`src/rtl/handshake_const_matcher.sv`:
```
// Compares each accepted token against CONST_VALUE and emits a match-tagged control token; 1-cycle latency.
// A 2-entry skid buffer sustains full throughput, and ins_ready is a registered !skid_valid, so outs_ready has no combinational path to ins_ready.
module handshake_const_matcher #(
  parameter int unsigned                 DATA_WIDTH  = 32,
  parameter logic [DATA_WIDTH-1:0]       CONST_VALUE = DATA_WIDTH'(17'h1FBE7),
  parameter int unsigned                 CNT_WIDTH   = 8
) (
  input  logic                  clk,
  input  logic                  rst,
  input  logic [DATA_WIDTH-1:0] ins,
  input  logic                  ins_valid,
  output logic                  ins_ready,
  output logic                  outs_valid,
  input  logic                  outs_ready,
  output logic                  outs_match,
  output logic [CNT_WIDTH-1:0]  mismatch_count,
  output logic                  error_sticky
);

  typedef enum logic [1:0] {
    ST_EMPTY = 2'd0,
    ST_ONE   = 2'd1,
    ST_FULL  = 2'd2
  } state_t;

  localparam logic [CNT_WIDTH-1:0] CNT_MAX = '1;

  state_t state;
  logic   skid_match;
  logic   accept;
  logic   xfer;
  logic   m;

  assign accept = ins_valid & ins_ready;
  assign xfer   = outs_valid & outs_ready;
  assign m      = (ins == CONST_VALUE);

  always_ff @(posedge clk) begin
    if (rst) begin
      state          <= ST_EMPTY;
      ins_ready      <= 1'b1;
      outs_valid     <= 1'b0;
      outs_match     <= 1'b0;
      skid_match     <= 1'b0;
      mismatch_count <= '0;
      error_sticky   <= 1'b0;
    end else begin
      // Statistics track accepted tokens, independent of when they drain.
      if (accept && !m) begin
        error_sticky <= 1'b1;
        if (mismatch_count != CNT_MAX)
          mismatch_count <= mismatch_count + 1'b1;
      end

      case (state)
        ST_EMPTY: begin
          if (accept) begin
            outs_match <= m;
            outs_valid <= 1'b1;
            state      <= ST_ONE;
          end
        end
        ST_ONE: begin
          if (accept && !xfer) begin
            skid_match <= m;
            ins_ready  <= 1'b0;
            state      <= ST_FULL;
          end else if (accept && xfer) begin
            outs_match <= m;
          end else if (xfer) begin
            outs_valid <= 1'b0;
            state      <= ST_EMPTY;
          end
        end
        ST_FULL: begin
          if (xfer) begin
            outs_match <= skid_match;
            ins_ready  <= 1'b1;
            state      <= ST_ONE;
          end
        end
        default: begin
          state      <= ST_EMPTY;
          ins_ready  <= 1'b1;
          outs_valid <= 1'b0;
        end
      endcase
    end
  end

endmodule

```
`config.mk`:
```
export PLATFORM = sky130hd
export DESIGN_NAME = handshake_const_matcher
export DESIGN_NICKNAME = d
export VERILOG_FILES = /design/src/rtl/handshake_const_matcher.sv
export SDC_FILE = /design/constraint.sdc
export NUM_CORES = 1
export LEC_CHECK = 0
export CORE_MARGIN = 2
export CORE_UTILIZATION = 30
export CTS_CLUSTER_DIAMETER = 150
export DETAILED_ROUTE_END_ITERATION = 8
export PLACE_DENSITY = 0.76
export SYNTH_ARGS = -nofsm -noshare
export SYNTH_HDL_FRONTEND = slang
export SYNTH_SLANG_ARGS = --single-unit
```
`constraint.sdc`:
```
create_clock -name clk -period 1.9 [get_ports clk]
set_input_delay 0.38 -clock clk [delete_from_list [all_inputs] [get_ports clk]]
set_output_delay 0.38 -clock clk [all_outputs]
set_load 0.01 [all_outputs]
```
# Word level (Yosys, flattened, before mapping)
# Cells that the tools add are included.
# classes
addsub	1
eq_ne	13
mux	19
n_bitwise	4
n_reduce_logical	13
# ops
cell	count
equality test 32 x 17 -> 1 bit, second input constant	1
inequality test 2 bit, second input constant	7
two-way mux 1 bit	10
two-way mux 2 bit	5
AND reduction 5 bit	2
one-hot mux 1 bit (3 select lines)	3
adder 8 x 1 -> 8 bit, second input constant	1
inequality test 8 bit, second input constant	1
inequality test 3 bit, second input constant	2
one-hot mux 2 bit (3 select lines)	1
AND reduction 2 bit	2
AND reduction 4 bit	1
logical AND 1 bit	3
AND reduction 3 bit	1
nonzero test 3 bit	1
AND 1 bit	2
equality test 2 x 1 -> 1 bit, second input constant	1
equality test 2 bit, second input constant	1
zero test 1 bit	2
zero test 2 bit	1
NOT 1 bit	2
# totals
ff_bits	15
inputBits	36
output_inout_bits	12

# Logic depth before layout (Yosys ltp)
# Gate-level depths: netlist of the first run.
# depth
word_depth	5
mapped_depth	6
depth_no_buf	6

# Worst setup path before layout of the first run
# No wires, ideal clock.
# synth_path
path_kind	flip-flop to flip-flop
start	register mismatch_count[0]
end	register mismatch_count[5]
t_arrival_ps	1784
t_required_ps	1779
path_slack_ps	-5
stages_incl_launch_ff	7
n_path_buf	0
synth_period_minus_slack_ps	1905
cell_sequence	dfxtp_1 > ha_1 > nand3_1 > nor3_2 > or3_1 > nor4b_1 > mux2_2
# synth_between
elab_chain_len	2
elab_cells_between_ends	3
# synth_rtl
item	line	rtl
start, declared	16	output logic [CNT_WIDTH-1:0] mismatch_count,
start signal, assigned	52	mismatch_count <= mismatch_count + 1'b1;
branches (longest 2 deep; another with adder 8 x 1 -> 8 bit)	--	
# Several ways; the timed one is not identified.
# A chain may end at the register's enable or synchronous reset.

# Worst setup path after layout of the first run
# layout_path
start	input ins[4]
end	register mismatch_count[6]
# layout_between
elab_chain_len	4
# layout_rtl
item	line	rtl
start, declared	10	input logic [DATA_WIDTH-1:0] ins,
equality test 32 x 17 -> 1 bit	36	assign m = (ins == CONST_VALUE);
zero test 1 bit	49	if (accept && !m) begin
logical AND 1 bit	49	
AND reduction 2 bit (no source line)	--	
# No other way between the ends.

==> flow_metrics.py, run 1 <==
metrics = {
    "detailed_routing": {
        "post_drt_wl_per_cell_um": 13.8,
        "vias": 1036,
        "drtAntennaViolNets": 0,
        "drt_pass1_iterations": 4,
        "drc": 0,
        "vias_per_cell": 5.42,
        "wl_um": 2640,
        "drt_iter0_drc": 18,
    },
    "sta": {
        "timing.hold.ws_ns": 0.493,
        "skew_ns": 0.00138,
        "fmaxAchievable_ghz": 0.539,
        "slew_headroom": 0.692,
        "maxSlewViolCount": 0,
        "setup_viol": 0,
        "finalHoldViolations": 0,
        "fin_crit_ns": 1.86,
        "worst_pin_slew_ns": 0.458,
        "min_period_over_period": 0.976,
    },
    "synth": {
        "synth_nets": 138,
        "yosys.area_share.simple": 0.382,
        "netlist_area_um2": 920,
        "yosysWarnings": 0,
        "ys_async_sr_fraction": 0,
        "synth_adder_area_share": 0.0136,
        "synth_top_area_frac": 0.327,
        "synth_most_common_cell": "dfxtp_1",
        "synth_compound_area_frac": 0.147,
        "synthTopCellsByArea": "dfxtp_1 (33%), nor4b_1 (3.8%), mux2_2 (3.7%)",
        "synth-edff-count": 0,
        "ys_seq_area_frac": 0.327,
        "synth_top_cell_by_area": "dfxtp_1",
        "synth_commonest_cells": "dfxtp_1 (15), nor2_1 (7), a21oi_1 (6), nand2_1 (6), nor4_1 (5)",
        "synth_xor_area_frac": 0,
        "synth_area_per_cell_um2": 9.11,
        "synth-main-ff-cell": "dfxtp_1",
        "yosys_register_bits": 15,
        "synth_top_family_by_area": "simple AND/OR/NAND/NOR gates",
        "yosys.cell_types.count": 40,
        "synthMuxAreaShare": 0.0857,
        "syn_inst": 101,
    },
    "power": {
        "vdd_drop_max_uv": 227,
        "power.density_nw_per_um2": 465,
        "leakage_nw": 0.687,
    },
    "floorplanning": {
        "dieArea_um2": 3520,
        "core_um2": 2980,
        "start_util": 0.309,
        "top_level_ports": 48,
        "dieWidth_um": 59.4,
        "die_h_um": 59.4,
        "rows": 20,
    },
    "worst_setup_path": {
        "path_buf_inv": 2,
        "worstPathArrival_ns": 2.07,
        "end_kind": "flop",
        "r2r_slack_ns": 0.06,
        "r2r_cells": 6,
        "reg2reg_from": "mismatch_count[0]",
        "critPathKind": "in -> reg",
        "cp_max_fo": 7,
        "path_common_cell": "or4_4",
        "slowest_delay_ns": 0.53,
        "timing.rr.end": "mismatch_count[5]",
        "crit_path_top_delay_cell": "or4_4",
        "crit_family": "simple AND/OR/NAND/NOR gates",
        "crit_chain": "clkdlybuf4s50_1, nand4b_1, or4_4, nor2_8, buf_6, or4_4, a221oi_2",
        "critPathRequiredTime_ns": 2.11,
        "start_kind": "input pin",
    },
    "placed_design": {
        "dp_hpwl_um": 1970,
        "placed_cell_area_um2": 1480,
        "gp_congestion": 0.807,
        "io_buffers": 47,
    },
    "hold_path": {
        "whs_endpoint": "error_sticky",
        "min_from": "error_sticky",
        "hold_class": "reg -> reg",
        "holdPathStages": 1,
    },
    "cells_and_area": {
        "syn_to_final_growth_pct": 75.2,
        "num_antenna_cells": 0,
        "drive_above_1_share": 0.228,
        "final_area_um2": 1610,
        "fin_nets": 196,
    },
    "clock_network": {
        "cts_tree": "done",
        "cts_root_buf": "clkbuf_4",
        "cts_buffers": 3,
        "clk_path_buf_depth": 2,
        "clk_latency_ns": 0.29,
        "cts.clk_slew.worst_paths_ns": 0.10,
        "htreeDepth": 1,
        "clkSinkCount": 15,
    },
    "global_route": {
        "grt_pass1_wl_um": 4150,
        "antenna_found_initial": 0,
        "gr-total-overflow": 0,
        "grt_pass1_vias": 1048,
        "grt_usage": 0.154,
        "grt_max_degree": 16,
    },
    "job": {
        "max_cap_violations": 0,
    },
    "run_status": {
        "status": "finished clean",
    },
}
power by group:
group / switching, mW / internal (mW)
registers: 0.0234 / 0.330
logic: 0.0738 / 0.130
clock network: 0.114 / 0.0784
total: 0.211 / 0.538
repair_timing:
action / in CTS / in global routing
pin swaps: 1 / 9
hold endpoints to repair: 0 / 0
cloned: 0 / 0
setup buffers: 0 / 2
hold buffers: 0 / 0
setup endpoints to repair: 6 / 6
gates resized for setup: 3 / 23
cells by family (layout without fill, tap and decap cells):
kind of cell             Yosys count  count (layout)
AO/OA/AOI/OAI                     19              19
adder cells (fa/ha/maj)            1               1
buffers and inverters              8              65
flip-flops                        15              15
multiplexers                       7               7
AND/OR/NAND/NOR                   51              51
metal layers:
layer	track usage	wire length [um]
met4	0.0779	54
met3	0.0197	196
met1	0.155	996
met5	0	0
met2	0.300	1390
per-stage QoR:
stage                     setup WS [ns]  power [mW]  cells  TNS (ns)  utilization
after floorplan                  0.0333       0.440    101         0            -
after global placement           -0.285       0.553    185     -2.18        0.497
after detailed placement         -0.378       0.562    185     -3.27        0.497
after CTS                       0.00473       0.751    189         0        0.512
after global routing           -0.00243       0.779    191  -0.00243        0.541
final                            0.0447       0.750    191         0        0.541
sequential cells by signal, indices dropped and copies added (netlist names):
name,count
outs_valid,1
error_sticky,1
skid_match,1
mismatch_count,8
state,2
outs_match,1
ins_ready,1
cell usage in the layout (no fill, tap or decap), types with 2 or more instances in the layout:
master / instances
clkdlybuf4s50_1: 35
dfxtp_1: 15
dlymetal6s2s_1: 12
buf_4: 10
nor2_1: 7
nand2_1: 6
a21oi_1: 5
nor4_2: 3
nor4_1: 3
nand4b_1: 3
mux2i_1: 3
nor2b_1: 3
or3_1: 3
clkbuf_4: 3
or4_4: 2
o31ai_1: 2
or4_1: 2
mux2_2: 2
nand2b_1: 2
o21bai_1: 2
nor3_1: 2
nor4b_1: 2
nand3_1: 2
inv_1: 2
mux2_4: 2
o21ai_0: 2
buf_6: 2
worst reg2reg max path, delay by kind of cell (launching register included):
kind / cells / cell delay [ns]
AND/OR/NAND/NOR: 4 / 0.86
flip-flops: 1 / 0.33
multiplexers: 1 / 0.32
adder cells (fa/ha/maj): 1 / 0.22
layout make-up:
cell class	instances	area (um^2)
Sequential cell	15	300
Clock inverter	1	5.00
Clock buffer	3	22.5
Timing Repair Buffer	59	598
Fill cell	268	1370
Inverter	2	7.51
Multi-Input combinational cell	78	637
Tap cell	33	41.3
how the worst max path moves through the flow:
stage | cells after the start | start | slack, ns | endpoint
global route | 7 | ins[4] | -0.002 | mismatch_count[6]
floorplan | 6 | mismatch_count[0] | 0.03 | mismatch_count[5]
CTS | 6 | ins[12] | 0.005 | mismatch_count[7]
global placement | 6 | ins[15] | -0.28 | mismatch_count[7]
detailed placement | 6 | ins[19] | -0.38 | mismatch_count[7]
finish | 7 | ins[4] | 0.04 | mismatch_count[6]
Power figures use the tool's default switching activity.
==> run 2: changes to the inputs <==
--- a/config.mk
+++ b/config.mk
@@ -5,6 +5,7 @@
 export SDC_FILE = /design/constraint.sdc
 export NUM_CORES = 1
 export LEC_CHECK = 0
+export CAP_MARGIN = 0
 export CORE_MARGIN = 2
 export CORE_UTILIZATION = 30
 export CTS_CLUSTER_DIAMETER = 150
==> results of run 2 <==
Same layout as run 1: the final DEF is identical, and so are final timing and power.
